## src/rtl/tri_pkg.sv

```systemverilog
// Shared definitions for the triangle coverage block: FSM states and edge sizing.
package tri_pkg;

  typedef enum logic [2:0] {
    ST_IDLE   = 3'd0,
    ST_SETUP1 = 3'd1,
    ST_SETUP2 = 3'd2,
    ST_RUN    = 3'd3,
    ST_DRAIN  = 3'd4
  } tri_state_e;

  localparam int COORD_WIDTH_DEF = 16;
  localparam int EDGE_WIDTH      = 2*COORD_WIDTH_DEF+3;
  localparam int NUM_EDGES       = 3;
  localparam int PIPE_STAGES     = 3;

  // Width that holds dx*(py-vy) - dy*(px-vx) for any unsigned coordinate.
  function automatic int edge_width(input int cw);
    return 2*cw+3;
  endfunction

endpackage

```

## src/rtl/tri_edge_eval.sv

```systemverilog
// One edge function evaluation, 3 stages (subtract, multiply, sum/compare).
// TRI_TOP_LEFT_RULE_EN: when defined, E == 0 is inside only for a top-left edge.
module tri_edge_eval
  import tri_pkg::*;
#(
  parameter int CW = 16,
  parameter int EW = 2*CW+3
) (
  input  logic          clk_in,
  input  logic          rst_n_in,
  input  logic          en_in,
  input  logic [CW-1:0] px_in,
  input  logic [CW-1:0] py_in,
  input  logic [CW-1:0] vx_in,
  input  logic [CW-1:0] vy_in,
  input  logic [CW:0]   dx_in,
  input  logic [CW:0]   dy_in,
  input  logic          neg_in,
`ifdef TRI_TOP_LEFT_RULE_EN
  input  logic          tl_in,
`endif
  output logic          inside_out
);

  logic [CW:0]          tx_q, tx_d, ty_q, ty_d;
  logic signed [EW-1:0] m1_q, m1_d, m2_q, m2_d;
  logic signed [EW-1:0] e_raw, e_nrm;
  logic                 inside_q, inside_d;
  logic                 on_edge_ok;

`ifdef TRI_TOP_LEFT_RULE_EN
  assign on_edge_ok = tl_in;
`else
  assign on_edge_ok = 1'b1;
`endif

  always_comb begin
    tx_d  = {1'b0, px_in} - {1'b0, vx_in};
    ty_d  = {1'b0, py_in} - {1'b0, vy_in};
    m1_d  = EW'($signed(dx_in)) * EW'($signed(ty_q));
    m2_d  = EW'($signed(dy_in)) * EW'($signed(tx_q));
    e_raw = m1_q - m2_q;
    // Flip by winding so both orientations test "inside" as positive.
    e_nrm = neg_in ? -e_raw : e_raw;
    inside_d = (!e_nrm[EW-1] && (e_nrm != '0)) || ((e_nrm == '0) && on_edge_ok);
  end

  always_ff @(posedge clk_in or negedge rst_n_in) begin
    if (!rst_n_in) begin
      tx_q     <= '0;
      ty_q     <= '0;
      m1_q     <= '0;
      m2_q     <= '0;
      inside_q <= 1'b0;
    end else if (en_in) begin
      tx_q     <= tx_d;
      ty_q     <= ty_d;
      m1_q     <= m1_d;
      m2_q     <= m2_d;
      inside_q <= inside_d;
    end
  end

  assign inside_out = inside_q;

endmodule

```

## config.mk

```make
export PLATFORM = sky130hd
export DESIGN_NAME = tri_edge_eval
export DESIGN_NICKNAME = d
export VERILOG_FILES = /design/src/rtl/tri_pkg.sv /design/src/rtl/tri_edge_eval.sv
export SDC_FILE = /design/constraint.sdc
export NUM_CORES = 2
export LEC_CHECK = 0
export CAP_MARGIN = 25
export CORE_AREA = 10 10 252 254
export DETAILED_ROUTE_END_ITERATION = 12
export DIE_AREA = 0 0 262 264
export PLACE_DENSITY = 0.7
export SLEW_MARGIN = 20
export SYNTH_ARGS = -nofsm -noshare
export SYNTH_HDL_FRONTEND = slang
export SYNTH_SLANG_ARGS = --single-unit
```

## constraint.sdc

```tcl
create_clock -name clk_in -period 6.9 [get_ports clk_in]
set_input_delay 2.07 -clock clk_in [delete_from_list [all_inputs] [get_ports clk_in]]
set_output_delay 2.07 -clock clk_in [all_outputs]
set_load 0.02 [all_outputs]
```

Word level (Yosys, flattened, before mapping):

Index checks and enable logic that the tools add are counted.

* logic and storage cells: 17
* output and inout port bits: 1
* bits in registers: 105
* bits of input ports: 102

* mux-type cells: 1
* multipliers: 2
* reductions and logical operators: 5
* add/sub/neg operators: 4

Operator list (number)
* 17-bit by 17-bit multiplier with 34-bit output: 2
* 35-bit logical NOT: 1
* 35-bit two-way mux: 1
* 35-bit negation: 1
* 35-bit nonzero test: 1
* 35-bit subtractor: 1
* 16-bit by 16-bit subtractor with 17-bit output: 2
* 1-bit logical AND: 1
* 1-bit logical NOT: 1
* 1-bit logical OR: 1

Logic depth before layout (Yosys ltp):

* word-level depth: 6
* depth in mapped cells: 27
* gate-level depth less buffers: 25

Worst setup path after synthesis:

Ideal clock, no wire load.

* path type: input to register
* start point: input port dx_in[10]
* end point: register m1_q[33]
* stages on the path: 23
* path slack: -1.130 ns
* arrival time: 7.893 ns
* library setup time: 0.137 ns
* required time: 6.763 ns
* buffers on the path: 1
* cell sequence: clkbuf_1 nand2_1 fa_1 fa_1 fa_1 fa_1 inv_1 fa_1 inv_1 fa_1 inv_1 ha_1 a21o_1 a21oi_1 nor2b_1 a211oi_2 a31oi_1 a31oi_1 o31ai_1 or4_1 a31oi_1 xnor2_1 a21oi_1

* cells in the longest elaborated chain, start to end: 1

Ends and longest elaborated chain
* start: declaration: RTL line tri_edge_eval.sv:16 `input logic [CW:0] dx_in,`
* 17-bit by 17-bit multiplier with 34-bit output: RTL line tri_edge_eval.sv:40 `m1_d = EW'($signed(dx_in)) * EW'($signed(ty_q));`
* end signal: assignment: RTL line tri_edge_eval.sv:58 `m1_q <= m1_d;`
* end: declaration: RTL line tri_edge_eval.sv:26 `logic signed [EW-1:0] m1_q, m1_d, m2_q, m2_d;`

No other way between the ends.
A chain may end at the register's enable or synchronous reset.

Final worst setup path:

* start point: input port dx_in[5]
* end point: register m1_q[27]

Same word-level chain as after synthesis.

==> impl_metrics.env <==
export IMPL_status="complete, but fails checks"
export IMPL_violations="negative setup slack"
export IMPL_rows=89
export IMPL_layout_common_cells="inv_1 (690), fa_1 (548), buf_4 (323), nand2_1 (318), and2_1 (245)"
export IMPL_path_buf_inv=6
export IMPL_rsz0062_at_grt="yes"
export IMPL_path_max_fanout=4
export IMPL_grt_pass1_wl_um=122000
export IMPL_syn_num_nets=4157
export IMPL_hold_buffers=0
export IMPL_fillers=4829
export IMPL_synthArstFlopShare_pct=100
export IMPL_cap_viol_max_count=0
export IMPL_root_buffer="clkbuf_16"
export IMPL_avgRoutedWirePerCell_um=16.5
export IMPL_antenna_cells=0
export IMPL_avgViaCountPerCell=5.12
export IMPL_synth_area_leader_cell="fa_1"
export IMPL_cts_buffer_depth=2
export IMPL_dr_pass1_iters=5
export IMPL_syn_area_sq_mm=0.0290
export IMPL_syn_inst=3223
export IMPL_grt_pass1_vias=24600
export IMPL_synth_edff_count=0
export IMPL_hold_viol_final=0
export IMPL_grt_use_met3_pct=3.01
export IMPL_busiest_layer="met2"
export IMPL_max_freq_mhz=128
export IMPL_period_share_pct=113
export IMPL_ant_nets=0
export IMPL_cts_sinks=103
export IMPL_io_pins=103
export IMPL_finalSetupViolCount=29
export IMPL_drt_total_wl_um=72700
export IMPL_vias=22600
export IMPL_r2r_cells=24
export IMPL_required_ns=7.15
export IMPL_synth_top_flop_cell="dfrtp_1"
export IMPL_dpl_cell_count=4300
export IMPL_dp_hpwl_um=59800
export IMPL_cts_tree="built"
export IMPL_syn_avg_cell_area_sq_um=9.00
export IMPL_core_sq_mm=0.0585
export IMPL_synth_top_area_share_pct=41.1
export IMPL_synth_seq_area_share_pct=8.88
export IMPL_cts_buffers_inserted=9
export IMPL_finalNonFillerCells=4418
export IMPL_cp_common_cell="fa_1"
export IMPL_setup_slack_ns=-0.910
export IMPL_use_met2_pct=36.9
export IMPL_critPathSlowestCell="fa_1"
export IMPL_drtIter0Drc=1190
export IMPL_port_buffer_count=102
export IMPL_fin_skew_ns=0.00730
export IMPL_post_route_min_period_ns=7.81
export IMPL_slew_headroom_pct=37.2
export IMPL_cp_arrival_ns=8.06
export IMPL_final_layout_size_suffix_gt1_share_pct=23.0
export IMPL_critical_path_top_delay_family="adder cells"
export IMPL_start_kind="input pin"
export IMPL_final_common_cell="inv_1"
export IMPL_hold_class="flip-flop to flip-flop"
export IMPL_endpoint_kind="flip-flop"
export IMPL_die_h_um=264
export IMPL_max_stage_delay_ns=0.56
export IMPL_clock_latency_ns=0.37
export IMPL_track_usage_pct=21.7
export IMPL_antenna_found_initial=1
export IMPL_grt_max_degree=68
export IMPL_gr_usage_met1_pct=28.4
export IMPL_yosysWarnings=0
export IMPL_die_area_sq_mm=0.0692
export IMPL_routabilityCongestion=0.915
export IMPL_worst_setup_path_type="input pin to flip-flop"
export IMPL_die_w_um=262
export IMPL_clk_pin_slew_ns=0.08
export IMPL_final_nets=4574
export IMPL_cts_htree_levels=3
export IMPL_drv_slew=0
export IMPL_synth_seq_cells=103
export IMPL_syn2layout_area_growth_pct=23.6
export IMPL_synth_cell_type_count=69
export IMPL_start_util_pct=49.6
export IMPL_route_detailed_drc=0
export IMPL_synth_area_leaders="fa_1 (41%), ha_1 (10%), inv_1 (9.7%)"
export IMPL_overflow=0
export IMPL_hold_depth=2
export IMPL_worstSetupPathDepth=25
export IMPL_worst_slew_pin_slew_ns=0.942
-- synthesized netlist by cell type (all sizes together) (13+ instances only) --
cell type	n
o21ai	91
and2	291
nor2b	16
ha	237
o21bai	13
nand2	349
clkbuf	105
nand2b	19
nor2	104
mux2	43
nand3	35
nor3	39
xor2	21
a31oi	14
fa	595
inv	749
a21oi	104
xnor2	89
a21o	40
dfrtp	103
-- what timing repair did --
| item | 4_1_cts | 5_1_grt |
|---|---|---|
| gates cloned | 2 | 0 |
| gates resized for setup | 347 | 171 |
| setup endpoints to repair | 43 | 43 |
| buffers inserted | 92 | 35 |
| pin swaps | 233 | 207 |
-- sequential cells by signal, summed over array words and instances (netlist names) --
register,count
ty_q,17
tx_q,17
m1_q,34
m2_q,34
inside_out,1
-- worst reg2reg max path, delay by kind of cell, from the launching register on --
| family | cells | cell delay, ns |
|---|---|---|
| simple gates | 2 | 0.38 |
| xor+xnor | 1 | 0.13 |
| compound gates | 8 | 1.63 |
| fa+ha+maj | 7 | 3.11 |
| mux | 1 | 0.26 |
| flops | 1 | 0.87 |
| buf+inv | 5 | 0.37 |
-- through the flow --
stage	hold slack, ns	setup slack (ns)	area (sq um)	setup TNS (ns)	utilization [%]
5_1_grt	0.529	-1.12	35900	-19.30	61.4
3_5_place_dp	0.505	-1.57	33600	-45.07	57.4
2_1_floorplan	0.458	-0.690	29700	-6.54	-
6_report	0.514	-0.910	35900	-12.87	61.4
4_1_cts	0.520	-0.879	35300	-14.63	60.4
3_3_place_gp	0.492	-1.48	33600	-42.67	57.4
-- layer usage --
metal	up-vias	wire length, um
li1	10600	-
met1	11500	31000
met2	455	36100
met3	97	3620
met4	2	2010
met5	-	13
-- cell type report --
cell class	instances	area, sq um	share of cell area (%)
multi-input cells	2261	24600	68.5
repair buffers	516	4630	12.9
inverters	749	2810	7.84
flip-flops and latches	103	2580	7.18
well taps	773	967	2.70
clock buffers	10	239	0.666
clock inverters	6	75.1	0.209
-- cells by family after synthesis --
| logic type | share of synthesized area [%] |
|---|---|
| and+or+nand+nor | 15.5 |
| buffers and inverters | 11.1 |
| adders and majority gates | 51.3 |
| AOI/OAI and AO/OA | 7.83 |
| xor gates and xnor gates | 3.32 |
| DFF | 8.88 |
| muxes | 2.05 |
-- final timing paths --
| path | slack, ns | to | from |
|---|---|---|---|
| worst min register to register | 0.51 | m1_q[5] | m1_q[5] |
| worst max-delay path | -0.91 | m1_q[27] | dx_in[5] |
| max in group asynchronous | 3.97 | tx_q[7] | rst_n_in |
| worst max register to register | 0.03 | m1_q[27] | ty_q[5] |
| min in group asynchronous | 1.72 | ty_q[0] | rst_n_in |
| worst min-delay path | 0.51 | m1_q[5] | m1_q[5] |
Power is left out: the tool's default activity adds up to more than one toggle a clock period on the data nets, which glitch-free logic cannot reach.
